$ cat src/rtl/ad9361_dds_tx_sched.sv
// ---------------------------------------------------------------------------
// ad9361_dds_tx_sched
//
// Multi-channel DDS scheduler for the AD9361 transmit path, in the data_clk
// domain. A rate divider produces one tick every RATE_DIV cycles. On each
// tick every active channel emits a phase word (accumulator + offset) to an
// external DDS compiler and advances its accumulator. The I/Q samples
// returned by the DDS are captured into per-channel hold registers. On the
// cycle after a tick they are presented to ad9361_phy, arithmetically
// shifted right by cfg_shift. A sticky underflow flag records any tick that
// found an active channel without a fresh sample.
//
// Ports:
//   clk            data clock (data_clk from ad9361_phy)
//   rst            asynchronous active-high reset
//   phy_mode       0 = 2R2T (all channels active), 1 = 1R1T (channel 0 only)
//   cfg_en         1 = run the divider and advance phase, 0 = hold
//   cfg_sync       single-cycle pulse: zero all accumulators and the divider
//   cfg_inc        per-channel phase increment, ch n at [n*PHASE_W +: PHASE_W]
//   cfg_offset     per-channel phase offset, added to the output phase only
//   cfg_shift      arithmetic right shift applied to outgoing samples (0..3)
//   phase_tdata    phase words to the DDS
//   phase_tvalid   per-channel phase strobe
//   dds_tdata      DDS samples; ch n: Q in upper DATA_W, I in lower DATA_W
//   dds_tvalid     per-channel sample strobe
//   dac_valid      sample strobe to ad9361_phy
//   dac_i / dac_q  I and Q samples to ad9361_phy, DATA_W per channel
//   underflow      sticky: a tick found an active channel with a stale sample
//   underflow_clr  clears underflow (a same-cycle set wins)
// ---------------------------------------------------------------------------
module ad9361_dds_tx_sched #(
    parameter int CH       = 2,
    parameter int PHASE_W  = 16,
    parameter int DATA_W   = 12,
    parameter int RATE_DIV = 4
) (
    input  logic                     clk,
    input  logic                     rst,
    input  logic                     phy_mode,
    input  logic                     cfg_en,
    input  logic                     cfg_sync,
    input  logic [CH*PHASE_W-1:0]    cfg_inc,
    input  logic [CH*PHASE_W-1:0]    cfg_offset,
    input  logic [1:0]               cfg_shift,
    output logic [CH*PHASE_W-1:0]    phase_tdata,
    output logic [CH-1:0]            phase_tvalid,
    input  logic [CH*2*DATA_W-1:0]   dds_tdata,
    input  logic [CH-1:0]            dds_tvalid,
    output logic                     dac_valid,
    output logic [CH*DATA_W-1:0]     dac_i,
    output logic [CH*DATA_W-1:0]     dac_q,
    output logic                     underflow,
    input  logic                     underflow_clr
);

    localparam int               DIV_W    = $clog2(RATE_DIV);
    localparam logic [DIV_W-1:0] DIV_LAST = DIV_W'(RATE_DIV - 1);
    localparam logic [DIV_W-1:0] DIV_ZERO = DIV_W'(0);
    localparam logic [DIV_W-1:0] DIV_ONE  = DIV_W'(1);

    // Sign-extending right shift of one two's-complement sample.
    function automatic logic [DATA_W-1:0] ashr_sample(
        input logic [DATA_W-1:0] x,
        input logic [1:0]        sh
    );
        logic signed [DATA_W-1:0] xs;
        xs = $signed(x);
        return $unsigned(xs >>> sh);
    endfunction

    logic [DIV_W-1:0] div_cnt_r;
    logic             tick_s;
    logic [CH-1:0]    stale_s;
    logic             underflow_set_s;
    logic             dac_valid_r;
    logic             underflow_r;

    // A sync pulse swallows the tick that would otherwise fire this cycle.
    always_comb begin
        tick_s = 1'b0;
        if (cfg_en && !cfg_sync && (div_cnt_r == DIV_ZERO)) begin
            tick_s = 1'b1;
        end else begin
            tick_s = 1'b0;
        end
    end

    // Underflow is raised by any active channel that reaches a tick stale.
    always_comb begin
        underflow_set_s = 1'b0;
        if (tick_s && (|stale_s)) begin
            underflow_set_s = 1'b1;
        end else begin
            underflow_set_s = 1'b0;
        end
    end

    // Rate divider: free-runs while enabled, parked at zero by sync.
    always_ff @(posedge clk or posedge rst) begin
        if (rst) begin
            div_cnt_r <= DIV_ZERO;
        end else if (cfg_sync) begin
            div_cnt_r <= DIV_ZERO;
        end else if (cfg_en) begin
            if (div_cnt_r == DIV_LAST) begin
                div_cnt_r <= DIV_ZERO;
            end else begin
                div_cnt_r <= div_cnt_r + DIV_ONE;
            end
        end else begin
            div_cnt_r <= div_cnt_r;
        end
    end

    genvar g;
    for (g = 0; g < CH; g++) begin : g_ch
        logic                active_s;
        logic [PHASE_W-1:0]  acc_r;
        logic [PHASE_W-1:0]  phase_r;
        logic [PHASE_W-1:0]  phase_nxt_s;
        logic                pvalid_r;
        logic [2*DATA_W-1:0] hold_r;
        logic                fresh_r;
        logic [DATA_W-1:0]   dac_i_r;
        logic [DATA_W-1:0]   dac_q_r;
        logic [DATA_W-1:0]   dac_i_nxt_s;
        logic [DATA_W-1:0]   dac_q_nxt_s;

        // Channel 0 is always live; the others only in 2R2T mode.
        if (g == 0) begin : g_primary
            assign active_s = 1'b1;
        end else begin : g_secondary
            assign active_s = ~phy_mode;
        end

        // Offset is applied to the emitted phase only, never accumulated.
        assign phase_nxt_s = acc_r + cfg_offset[g*PHASE_W +: PHASE_W];

        // A sample arriving on the tick cycle counts as fresh for that tick.
        assign stale_s[g] = active_s & ~fresh_r & ~dds_tvalid[g];

        // Outgoing sample: shifted hold value when active, silence otherwise.
        always_comb begin
            dac_i_nxt_s = '0;
            dac_q_nxt_s = '0;
            if (active_s) begin
                dac_i_nxt_s = ashr_sample(hold_r[DATA_W-1:0], cfg_shift);
                dac_q_nxt_s = ashr_sample(hold_r[2*DATA_W-1:DATA_W], cfg_shift);
            end else begin
                dac_i_nxt_s = '0;
                dac_q_nxt_s = '0;
            end
        end

        // Phase accumulator; inactive channels stay frozen.
        always_ff @(posedge clk or posedge rst) begin
            if (rst) begin
                acc_r <= '0;
            end else if (cfg_sync) begin
                acc_r <= '0;
            end else if (tick_s && active_s) begin
                acc_r <= acc_r + cfg_inc[g*PHASE_W +: PHASE_W];
            end else begin
                acc_r <= acc_r;
            end
        end

        // Phase word and strobe toward the DDS, one cycle after the tick.
        always_ff @(posedge clk or posedge rst) begin
            if (rst) begin
                phase_r  <= '0;
                pvalid_r <= 1'b0;
            end else if (tick_s && active_s) begin
                phase_r  <= phase_nxt_s;
                pvalid_r <= 1'b1;
            end else begin
                phase_r  <= phase_r;
                pvalid_r <= 1'b0;
            end
        end

        // Sample capture; a new sample beats the tick's fresh-clear.
        always_ff @(posedge clk or posedge rst) begin
            if (rst) begin
                hold_r  <= '0;
                fresh_r <= 1'b0;
            end else if (dds_tvalid[g]) begin
                hold_r  <= dds_tdata[g*2*DATA_W +: 2*DATA_W];
                fresh_r <= 1'b1;
            end else if (tick_s && active_s) begin
                hold_r  <= hold_r;
                fresh_r <= 1'b0;
            end else begin
                hold_r  <= hold_r;
                fresh_r <= fresh_r;
            end
        end

        // DAC sample registers, updated only on ticks.
        always_ff @(posedge clk or posedge rst) begin
            if (rst) begin
                dac_i_r <= '0;
                dac_q_r <= '0;
            end else if (tick_s) begin
                dac_i_r <= dac_i_nxt_s;
                dac_q_r <= dac_q_nxt_s;
            end else begin
                dac_i_r <= dac_i_r;
                dac_q_r <= dac_q_r;
            end
        end

        assign phase_tdata[g*PHASE_W +: PHASE_W] = phase_r;
        assign phase_tvalid[g]                   = pvalid_r;
        assign dac_i[g*DATA_W +: DATA_W]         = dac_i_r;
        assign dac_q[g*DATA_W +: DATA_W]         = dac_q_r;
    end

    // One-cycle DAC strobe following each tick.
    always_ff @(posedge clk or posedge rst) begin
        if (rst) begin
            dac_valid_r <= 1'b0;
        end else begin
            dac_valid_r <= tick_s;
        end
    end

    // Sticky underflow; a set in the same cycle as a clear wins.
    always_ff @(posedge clk or posedge rst) begin
        if (rst) begin
            underflow_r <= 1'b0;
        end else if (underflow_set_s) begin
            underflow_r <= 1'b1;
        end else if (underflow_clr) begin
            underflow_r <= 1'b0;
        end else begin
            underflow_r <= underflow_r;
        end
    end

    assign dac_valid = dac_valid_r;
    assign underflow = underflow_r;

endmodule

$ cat config.mk
export PLATFORM = sky130hd
export DESIGN_NAME = ad9361_dds_tx_sched
export DESIGN_NICKNAME = d
export VERILOG_FILES = /design/src/rtl/ad9361_dds_tx_sched.sv
export SDC_FILE = /design/constraint.sdc
export NUM_CORES = 1
export LEC_CHECK = 0
export ABC_AREA = 1
export BUFFER_PORTS_ARGS = -buffer_cell sky130_fd_sc_hd__buf_4
export CORE_ASPECT_RATIO = 1.25
export CORE_MARGIN = 3
export CORE_UTILIZATION = 57
export DETAILED_ROUTE_END_ITERATION = 10
export PLACE_DENSITY = 0.82
export SLEW_MARGIN = 20
export SYNTH_ARGS = -nofsm -noshare
export SYNTH_HDL_FRONTEND = slang
export SYNTH_SLANG_ARGS = --single-unit
$ cat constraint.sdc
create_clock -name clk -period 6.63 [get_ports clk]
set_input_delay 1.326 -clock clk [delete_from_list [all_inputs] [get_ports clk]]
set_output_delay 1.326 -clock clk [all_outputs]
set_load 0.01 [all_outputs]
Yosys cells after proc, flatten, opt, wreduce, memory -nomap -nowiden --
Cells that the tools add are included. Widths: inputs -> output; s select.
Operators by class: $add $sub $neg 5, $mul 0, divide/modulo/power cells 0, order comparisons 0, equal/unequal tests 1, shifts and indexed selects 4, multiplexer cells 19, bitwise operators 8, reduce and logical (&&, ||, !) cells 13
Operators by type and width (count):
- $add 16x16->16 | 4
- $mux 16 | 4
- $sshr 12x2->12 | 4
- $mux 12 | 2
- $reduce_bool 2->1 | 6
- $mux 1 | 10
- $mux 2 | 3
- $not 1->1 | 5
- $logic_and 1x1->1 | 4
- $and 1x1->1 | 3
- $add 2x1->2 const B | 1
- $eq 2x2->1 const B | 1
- $logic_not 2->1 | 1
- $reduce_or 2->1 | 1
- $logic_not 1->1 | 1
Word-level totals: flip-flop bits (word level) 168, bits in latches 0, memory bits (writable) 0, bits in read-only memories 0, bits of input ports 122, output and inout port bits 84, logic and storage cells 67, memories kept 0

Depth between registers and ports, before layout --
Gate-level depths: netlist of the first run.
word-level depth 7, gate-level depth with buffers 11, depth with buffers taken out 11

Least setup slack after synthesis of the first run --
OpenSTA, ideal clock, no wires.
path type input -> register, start point in cfg_offset[16], end point reg g_ch[1].phase_r[8], library setup time 116 ps, data arrival time 2535 ps, data required time 6514 ps, slack 3979 ps, stages on the path 10, path through ha_1 -> fa_1 -> nand2_1 -> nand2_1 -> and2_1 -> nand2_1 -> nand2_1 -> xor2_1 -> nand2_1 -> nand2_1
Between the ends: longest elaborated chain between the ends 1
Ends and longest elaborated chain:
- start, declared | line 43 | input logic [CH*PHASE_W-1:0] cfg_offset,
- $add 16x16->16 | line 137 | assign phase_nxt_s = acc_r + cfg_offset[g*PHASE_W +: PHASE_W];
- end signal, assigned | line 174 | phase_r <= phase_nxt_s;
- end signal, assigned | line 177 | phase_r <= phase_r;
- end, declared | line 119 | logic [PHASE_W-1:0] phase_r;
No other way between the ends. A chain may end at the register's enable or synchronous reset.

Final worst setup path of the first run --
start point in cfg_sync, end point reg g_ch[1].phase_r[4]
Between the ends: longest elaborated chain between the ends 5
Ends and longest elaborated chain:
- start, declared | line 41 | input logic cfg_sync,
- $logic_not 1->1 | line 81 | if (cfg_en && !cfg_sync && (div_cnt_r == DIV_ZERO)) begin
- $logic_and 1x1->1 (2 in a row) | line 81
- $mux 1 | line 81
- $logic_and 1x1->1 | line 173 | end else if (tick_s && active_s) begin
No other way between the ends.

==> results.py, run 1 <==
metrics = {
    "worst_setup_path": {
        "critPathCaptureType": "flip-flop",
        "r2r-start": "div_cnt_r[0]",
        "startpoint_type": "primary input",
        "crit_fanout": 48,
        "crit_top_cell": "inv_2",
        "crit_arrival_ns": 3.06,
        "crit_slowest_cell": "inv_2",
        "cp.required_ns": 6.96,
        "critPathMaxStageDelay_ns": 0.67,
        "cp.buffers_inverters": 3,
        "criticalPathCategory": "primary input to flip-flop",
        "critPathTopFamily": "buffers and inverters",
        "startpoint": "cfg_sync",
        "worstPathCellList": "buf_4, inv_2, nand2_2, nor2_4, nand2_4, inv_2, o21ai_0, a21oi_1, nor2_1",
    },
    "clocking": {
        "postCtsSetupBuffers": 0,
        "clock_sink_count": 167,
        "ctsHoldBuffers": 0,
        "htree_levels": 4,
        "cts-root-buf": "clkbuf_16",
        "insertion_delay_ns": 0.44,
        "numCtsBuffers": 17,
        "clkTransAtPathRegs_ns": 0.07,
        "clock_path_buffers": 2,
        "cts_tree": "done",
        "ctsResizeCount": 0,
    },
    "logic_synthesis": {
        "netlist_area_um2": 10800,
        "synthArstFlopShare_pct": 100,
        "synth_most_common_cell": "nand2_1",
        "ys_warn_count": 0,
        "synth_top_area_share_pct": 38.8,
        "syn_inst": 1540,
        "ys_types": 38,
        "synth.top_cells.by_area": "dfrtp_1 (39%), nand2_1 (20%), inv_1 (8.0%)",
        "ys_seq_area_share_pct": 38.8,
        "netlist_top_cells_count": "nand2_1 (570), inv_1 (230), dfrtp_1 (167), o21ai_0 (148), nand3_1 (76)",
        "synthFlopType": "dfrtp_1",
        "synth_top_cell_by_area": "dfrtp_1",
        "avgSynthCellArea_um2": 6.99,
        "synth_edf_count": 0,
        "synthesis.nets": 1728,
        "synth_seq_cells": 167,
    },
    "die": {
        "fp.dieH_um": 160,
        "rows": 55,
        "core_um2": 18300,
        "dieArea_um2": 20600,
        "die_w_um": 129,
        "initial_utilization_pct": 58.8,
        "boundaryPins": 206,
    },
    "power_and_ir_drop": {
        "p_leak_nw": 7.35,
        "vdd_drop_max_uv": 206,
        "power.switching_mw": 1.18,
        "pwr-share-seq_pct": 39.9,
        "p_clk_share_pct": 29.4,
        "p_sw_share_pct": 35.5,
        "powerDensity_nw_per_um2": 258,
        "comb_power_share_pct": 30.8,
        "p_int_mw": 2.14,
    },
    "routing": {
        "drcViolationCount": 0,
        "routedWlPerCell_um": 13.8,
        "viasPerCell": 5.23,
        "drt_iter0_drc": 625,
        "routed-via-count": 10222,
        "dr.pass1.iters": 5,
        "routed_wl_um": 27000,
        "postRouteAntennaNets": 0,
    },
    "hold_path": {
        "hp-class": "flip-flop to flip-flop",
        "hold_start": "g_ch[1].phase_r[9]",
    },
    "sta": {
        "final_max_slew_viol_count": 0,
        "tns_ns": 0,
        "slew_headroom_pct": 36.3,
        "clock_skew_ns": 0.0101,
        "worst_pin_slew_ns": 0.956,
        "fmax_ghz": 0.366,
        "setup_viol": 0,
        "fin_crit_sh_pct": 41.2,
        "fin_crit_ns": 2.73,
        "hold_violations": 0,
        "rsz0062_at_grt": "no",
    },
    "finish": {
        "fill_cells": 1582,
        "multiInputGateArea_um2": 5400,
        "instances_no_fill": 1955,
        "area_growth_syn_to_layout_pct": 19.7,
        "antenna_cells": 0,
        "seq_area_um2": 4180,
        "nets": 1902,
        "drive_gt1_share_pct": 14.9,
    },
    "global_routing": {
        "grt_pass1_wl_um": 45300,
        "gr-total-overflow": 0,
        "antenna_found_initial": 0,
        "grt.total_usage_pct": 26.9,
        "first_global_vias": 9907,
        "grt_max_degree": 89,
    },
    "job": {
        "max_cap_viol_count": 0,
    },
    "place": {
        "hpwlAfterDp_um": 20100,
        "dpl.cell_count": 1923,
        "place_congestion": 0.906,
        "port_buffers": 205,
    },
    "status": {
        "outcome": "finished, final reports clean",
    },
}
metrics by stage:
step           cell area (um2)  power, mW  hold WS [ns]  util [%]  worst slack, ns
2_1_floorplan            10800       1.94         0.437         -            0.786
3_3_place_gp             12300       2.33         0.457      67.3             3.47
3_5_place_dp             12300       2.36         0.465      67.3             3.47
4_1_cts                  12900       3.34         0.482      70.4             3.93
5_1_grt                  12900       3.53         0.492      70.4             3.69
6_report                 12900       3.32         0.479      70.4             3.90
routing by layer:
layer	vias to the layer above	share of wire, %	track usage, %
li1	5196	-	-
met1	4630	42	34.7
met2	331	49	44.4
met3	65	6.2	5.15
met4	0	3.3	10.8
met5	-	0	0
placed cells by master (no fill, tap or decap), drive strengths merged, types with 10 or more instances in the layout:
cell	instances
a21oi	48
buf	208
clkbuf	17
dfrtp	167
ha	62
inv	244
nand2	572
nand3	76
nor2	73
nor3	12
o21ai	168
o22a	10
final timing paths:
kind / to / slack [ns] / cells past startpoint
setup / recovery: g_ch[1].phase_r[4] / 3.90 / 9
hold / removal: g_ch[1].phase_r[9] / 0.48 / 2
setup reg to reg: g_ch[1].phase_r[4] / 4.37 / 9
hold reg to reg: g_ch[1].phase_r[9] / 0.48 / 2
max in group asynchronous: g_ch[0].dac_q_r[5] / 4.48 / 3
min in group asynchronous: g_ch[1].phase_r[14] / 0.87 / 2
cells by family after synthesis:
logic type,count (synthesis),share of synthesized area (%)
AO/OA/AOI/OAI,248,12.6
XOR/XNOR,16,1.30
adder cells (fa/ha/maj),66,7.95
buffers and inverters,287,11.1
flip-flops,167,38.8
AND/OR/NAND/NOR,756,28.3
state kept, by name, summed over array words and instances, names as in the netlist:
| register | cells |
|---|---|
| g_ch.pvalid_r | 1 |
| g_ch.hold_r | 48 |
| g_ch.dac_i_r | 24 |
| div_cnt_r | 2 |
| g_ch.phase_r | 32 |
| dac_valid | 1 |
| g_ch.acc_r | 32 |
| g_ch.dac_q_r | 24 |
| g_ch.fresh_r | 2 |
| underflow | 1 |
power by group through the flow:
stage | Clock [mW] | Combinational (mW) | Sequential (mW)
3_5_place_dp | 0 | 1.02 | 1.34
5_1_grt | 1.03 | 1.16 | 1.34
6_report | 0.976 | 1.02 | 1.33
4_1_cts | 0.989 | 1.03 | 1.32
2_1_floorplan | 0 | 0.578 | 1.36
3_3_place_gp | 0 | 0.989 | 1.34
layout make-up:
type,count,area share [%]
clock buffers,17,3.30
clock inverters,15,1.17
inverters,234,6.89
multi-input cells,1086,41.9
flip-flops and latches,167,32.4
well taps,228,2.21
repair buffers,208,12.1
worst register-to-register path, cell delays in order (launching register included):
cell,delay (ns)
dfrtp_1,0.40
inv_1,0.08
ha_1,0.15
inv_1,0.06
nor2_4,0.13
nand2_4,0.21
inv_2,0.67
o21ai_0,0.24
a21oi_1,0.16
nor2_1,0.05
Note: power is estimated with default switching activity, not from simulation.
==> run 2, diff against run 1 <==
- CORE_UTILIZATION: 57 -> 51
- PLACE_DENSITY: 0.82 -> 0.77
- clock period: 6.63 -> 2.2 ns (I/O delays scaled with it)
==> results.py, run 2 (synthesized netlist as in run 1, its figures left out) <==
metrics = {
    "global_routing": {
        "grt.total_usage_pct": 24.7,
        "gr-total-overflow": 0,
        "grt_max_degree": 69,
        "antenna_found_initial": 0,
        "first_global_vias": 9926,
        "grt_pass1_wl_um": 46300,
    },
    "clocking": {
        "clock_path_buffers": 2,
        "htree_levels": 4,
        "clock_sink_count": 167,
        "cts_tree": "done",
        "insertion_delay_ns": 0.44,
        "cts-root-buf": "clkbuf_16",
        "clkTransAtPathRegs_ns": 0.08,
        "postCtsSetupBuffers": 0,
        "numCtsBuffers": 17,
    },
    "place": {
        "hpwlAfterDp_um": 20700,
        "place_congestion": 0.896,
        "pre_cts_ws_ns": 0.178,
        "port_buffers": 205,
        "place_area_um2": 12500,
        "dpl.cell_count": 1975,
    },
    "worst_setup_path": {
        "reg2regPathDepth": 11,
        "reg2reg_to": "g_ch[0].phase_r[14]",
        "rrSetupSlack_ns": 0.32,
        "critPathTopFamily": "simple AND/OR/NAND/NOR gates",
        "crit_slowest_cell": "fa_1",
        "crit_top_cell": "nand2_1",
        "startpoint_type": "flip-flop",
        "critPathCaptureType": "flip-flop",
        "crit_arrival_ns": 2.25,
        "r2r-start": "g_ch[0].acc_r[0]",
        "cp.required_ns": 2.57,
        "crit_fanout": 3,
        "criticalPathCategory": "flip-flop to flip-flop",
        "critPathMaxStageDelay_ns": 0.42,
        "cp.buffers_inverters": 0,
        "worstPathCellList": "ha_1, fa_1, nand2_1, nand2_1, nand3_1, nand2_1, nand2_1, nand2_1, nand2_1, nand3_1, nand2_1",
    },
    "die": {
        "die_w_um": 136,
        "boundaryPins": 206,
        "fp.dieH_um": 168,
        "initial_utilization_pct": 52.6,
        "dieArea_um2": 22900,
        "core_um2": 20500,
        "rows": 58,
    },
    "finish": {
        "final_cell_mix": "nand2_1 (570), inv_1 (229), buf_4 (213)",
        "reg_top3": "g_ch.hold_r x48, g_ch.acc_r x32, g_ch.phase_r x32",
        "fin_util_pct": 64.1,
        "final_common_cell": "nand2_1",
        "final_cell_area_um2": 13100,
        "instances_no_fill": 2008,
        "fill_cells": 1873,
        "nets": 1913,
        "drive_gt1_share_pct": 15.4,
        "antenna_cells": 0,
        "area_growth_syn_to_layout_pct": 21.8,
        "largest_reg_flops": 48,
        "top_register": "g_ch.hold_r",
    },
    "power_and_ir_drop": {
        "comb_power_share_pct": 30.9,
        "powerDensity_nw_per_um2": 773,
        "p_sw_share_pct": 35.8,
        "power.switching_mw": 3.63,
        "vdd_drop_max_uv": 560,
        "pwr-share-seq_pct": 39.2,
        "p_clk_share_pct": 29.9,
        "p_int_mw": 6.51,
        "power.total_mw": 10.1,
        "p_leak_nw": 7.43,
    },
    "hold_path": {
        "hp-class": "primary input to flip-flop",
        "hold-path-endpoint": "g_ch[0].hold_r[2]",
        "hold_depth": 3,
        "hold_start": "dds_tdata[2]",
    },
    "routing": {
        "routed-via-count": 10279,
        "drt_iter0_drc": 614,
        "drcViolationCount": 0,
        "viasPerCell": 5.12,
        "routed_wl_um": 27600,
        "routedWlPerCell_um": 13.7,
        "dr.pass1.iters": 5,
        "postRouteAntennaNets": 0,
    },
    "sta": {
        "clock_skew_ns": 0.0113,
        "fmax_ghz": 0.533,
        "hold_violations": 0,
        "slew_headroom_pct": 65.5,
        "fin_crit_sh_pct": 85.3,
        "final_max_slew_viol_count": 0,
        "setup_ws_ns": 0.324,
        "worst_pin_slew_ns": 0.518,
        "fin_crit_ns": 1.88,
        "rsz0062_at_grt": "no",
        "setup_viol": 0,
    },
    "job": {
        "max_cap_viol_count": 0,
    },
    "status": {
        "outcome": "finished, final reports clean",
    },
}
-- run 2: power by group through the flow --
stage	clock [mW]	combinational, mW	sequential, mW
after floorplan	0	1.74	4.10
after global placement	0	3.06	4.01
after detailed placement	0	3.13	4.02
after CTS	3.07	3.15	3.97
after global routing	3.20	3.55	4.03
final	3.03	3.14	3.97
-- run 2: how the worst max path moves through the flow --
stage / from / end / slack (ns) / cells past startpoint
3_5_place_dp: cfg_offset[16] / g_ch[1].phase_r[14] / 0.18 / 11
3_3_place_gp: cfg_offset[0] / g_ch[0].phase_r[8] / 0.23 / 11
4_1_cts: g_ch[1].acc_r[0] / g_ch[1].phase_r[14] / 0.33 / 10
2_1_floorplan: rst / dac_valid / -0.37 / 1
5_1_grt: g_ch[1].acc_r[0] / g_ch[1].phase_r[14] / 0.15 / 10
6_report: g_ch[0].acc_r[0] / g_ch[0].phase_r[14] / 0.32 / 11
-- run 2: timing repair --
action                                 CTS  global route
endpoints found under the hold margin    8             0
hold buffers                             1             0
resized for setup                        0             0
-- run 2: per-stage QoR --
step           setup TNS, ns  hold slack (ns)
2_1_floorplan         -61.25            0.437
3_3_place_gp               0            0.420
3_5_place_dp               0            0.421
4_1_cts                    0            0.182
5_1_grt                    0            0.192
6_report                   0            0.192
-- run 2: final cells by class --
class                   instances  area [um2]  share of cell area [%]
flip-flops and latches        167        4180                    31.9
clock buffers                  17         425                    3.24
inverters                     234         887                    6.76
well taps                     270         338                    2.58
multi-input cells            1086        5400                    41.2
clock inverters                15         180                    1.37
repair buffers                219        1710                    13.0
-- run 2: layer usage --
| layer | vias up | track usage, % | routed length, um |
|---|---|---|---|
| met2 | 306 | 43.9 | 13900 |
| met4 | 0 | 6.18 | 444 |
| li1 | 5226 | - | - |
| met3 | 32 | 4.22 | 1640 |
| met1 | 4715 | 31.2 | 11600 |
| met5 | - | 0 | 0 |
-- run 2: worst register-to-register path: stages, from the launching register on --
cell and delay, ns:
dfrtp_1 0.40, ha_1 0.24, fa_1 0.42, nand2_1 0.09
nand2_1 0.07, nand3_1 0.08, nand2_1 0.12, nand2_1 0.12
nand2_1 0.07, nand2_1 0.06, nand3_1 0.07, nand2_1 0.06
==> run 3, diff against run 2 <==
- RECOVER_POWER: not set -> 25
==> results.py, run 3 (synthesized netlist as in run 1, its figures left out) <==
metrics = {
    "place": {
        "place_area_um2": 12500,
        "dpl.cell_count": 1975,
        "port_buffers": 205,
        "hpwlAfterDp_um": 20700,
        "place_congestion": 0.896,
    },
    "worst_setup_path": {
        "criticalPathCategory": "flip-flop to flip-flop",
        "r2r-start": "g_ch[1].acc_r[0]",
        "startpoint": "g_ch[1].acc_r[0]",
        "rrSetupSlack_ns": 0.32,
        "crit_fanout": 3,
        "reg2reg_to": "g_ch[1].phase_r[14]",
        "crit_arrival_ns": 2.21,
        "startpoint_type": "flip-flop",
        "reg2regPathDepth": 10,
        "critPathCaptureType": "flip-flop",
        "critPathCapture": "g_ch[1].phase_r[14]",
        "cp.required_ns": 2.53,
    },
    "die": {
        "boundaryPins": 206,
        "dieArea_um2": 22900,
        "core_um2": 20500,
        "die_w_um": 136,
        "initial_utilization_pct": 52.6,
        "fp.dieH_um": 168,
        "rows": 58,
    },
    "global_routing": {
        "grt_max_degree": 69,
        "first_global_vias": 9926,
        "gr-total-overflow": 0,
        "antenna_found_initial": 0,
        "grt_pass1_wl_um": 46300,
        "grt.total_usage_pct": 24.7,
    },
    "clocking": {
        "insertion_delay_ns": 0.44,
        "clkTransAtPathRegs_ns": 0.08,
        "ctsResizeCount": 0,
        "clock_path_buffers": 2,
        "clock_sink_count": 167,
        "cts_tree": "done",
        "htree_levels": 4,
        "numCtsBuffers": 17,
        "cts-root-buf": "clkbuf_16",
    },
    "routing": {
        "postRouteAntennaNets": 0,
        "drt_iter0_drc": 626,
        "drcViolationCount": 0,
        "routedWlPerCell_um": 13.7,
        "routed_wl_um": 27600,
        "routed-via-count": 10251,
        "dr.pass1.iters": 5,
        "viasPerCell": 5.11,
    },
    "sta": {
        "fmax_ghz": 0.533,
        "final_max_slew_viol_count": 93,
        "fin_crit_sh_pct": 85.3,
        "fin_crit_ns": 1.88,
        "clock_skew_ns": 0.0113,
        "slew_headroom_pct": -1.24,
        "setup_viol": 0,
        "rsz0062_at_grt": "no",
        "worst_pin_slew_ns": 1.52,
        "hold_violations": 0,
    },
    "status": {
        "failed_checks": "capacitance limit, slew limit",
        "outcome": "finished, violations left",
    },
    "finish": {
        "drive_gt1_share_pct": 15.2,
        "final_cell_area_um2": 13100,
        "area_growth_syn_to_layout_pct": 21.5,
        "antenna_cells": 0,
        "nets": 1913,
        "reg_top3": "g_ch.hold_r x48, g_ch.acc_r x32, g_ch.phase_r x32",
        "final_common_cell": "nand2_1",
        "final_cell_mix": "nand2_1 (570), inv_1 (229), buf_4 (207)",
        "top_register": "g_ch.hold_r",
        "largest_reg_flops": 48,
        "instances_no_fill": 2008,
    },
    "power_and_ir_drop": {
        "p_int_mw": 6.51,
        "power.switching_mw": 3.62,
        "pwr-share-seq_pct": 39.2,
        "p_leak_nw": 7.41,
        "p_sw_share_pct": 35.7,
        "comb_power_share_pct": 30.9,
        "p_clk_share_pct": 29.9,
        "powerDensity_nw_per_um2": 774,
        "vdd_drop_max_uv": 560,
    },
    "job": {
        "max_cap_viol_count": 2,
    },
    "hold_path": {
        "hp-class": "primary input to flip-flop",
    },
}
## run 3: what timing repair did
action                                  in CTS  in global routing
endpoints found under the hold margin        8                  0
buffers inserted                             0                  0
hold buffers                                 1                  0
endpoints found under the setup margin       0                  0
## run 3: stage by stage
stage	setup WS, ns	power (mW)	hold WS [ns]	setup TNS (ns)	utilization [%]
after floorplan	-0.367	5.85	0.437	-61.25	-
after global placement	0.235	7.07	0.420	0	61.1
after detailed placement	0.178	7.16	0.421	0	61.1
after CTS	0.327	10.2	0.182	0	64.1
after global routing	0.148	10.8	0.192	0	64.0
final	0.323	10.1	0.190	0	64.0
## run 3: layer usage
metal	track usage, %	wire length, um	share of wire, %	vias to the layer above
li1	-	-	-	5223
met1	31.2	11600	42	4692
met2	43.9	13900	50	303
met3	4.22	1650	6.0	33
met4	6.18	451	1.6	0
met5	0	0	0	-
## run 3: power by group through the flow
stage	clock, mW	sequential (mW)	combinational [mW]
2_1_floorplan	0	4.10	1.74
3_3_place_gp	0	4.01	3.06
3_5_place_dp	0	4.02	3.13
4_1_cts	3.07	3.97	3.15
5_1_grt	3.20	4.03	3.54
6_report	3.02	3.97	3.13
## run 3: cell type report
| type | count | area, um2 |
|---|---|---|
| sequential | 167 | 4180 |
| multi-input combinational | 1086 | 5400 |
| clock inverter | 15 | 180 |
| inverter | 234 | 885 |
| fill | 1876 | 7370 |
| timing repair buffer | 219 | 1690 |
| clock buffer | 17 | 425 |
| tap | 270 | 338 |
## run 3: critical path, stage by stage, from the launching register on
cell and delay [ns]:
dfrtp_1 0.42, ha_1 0.24, fa_1 0.42, nand2_1 0.09, nand2_1 0.09, nand3_1 0.10, nand2_1 0.10, nand2_1 0.10
nand3_1 0.08, nand3_1 0.10, nand2_1 0.05
## run 3: how the worst min path moves through the flow
stage | start | to | slack [ns] | cells after the start
after floorplan | g_ch[1].hold_r[12] | g_ch[1].hold_r[12] | 0.44 | 2
after global placement | rst | g_ch[0].dac_q_r[2] | 0.42 | 2
after detailed placement | rst | g_ch[0].dac_q_r[2] | 0.42 | 2
after CTS | dds_tdata[2] | g_ch[0].hold_r[2] | 0.18 | 3
after global routing | underflow_clr | underflow | 0.19 | 2
final | dds_tdata[2] | g_ch[0].hold_r[2] | 0.19 | 3
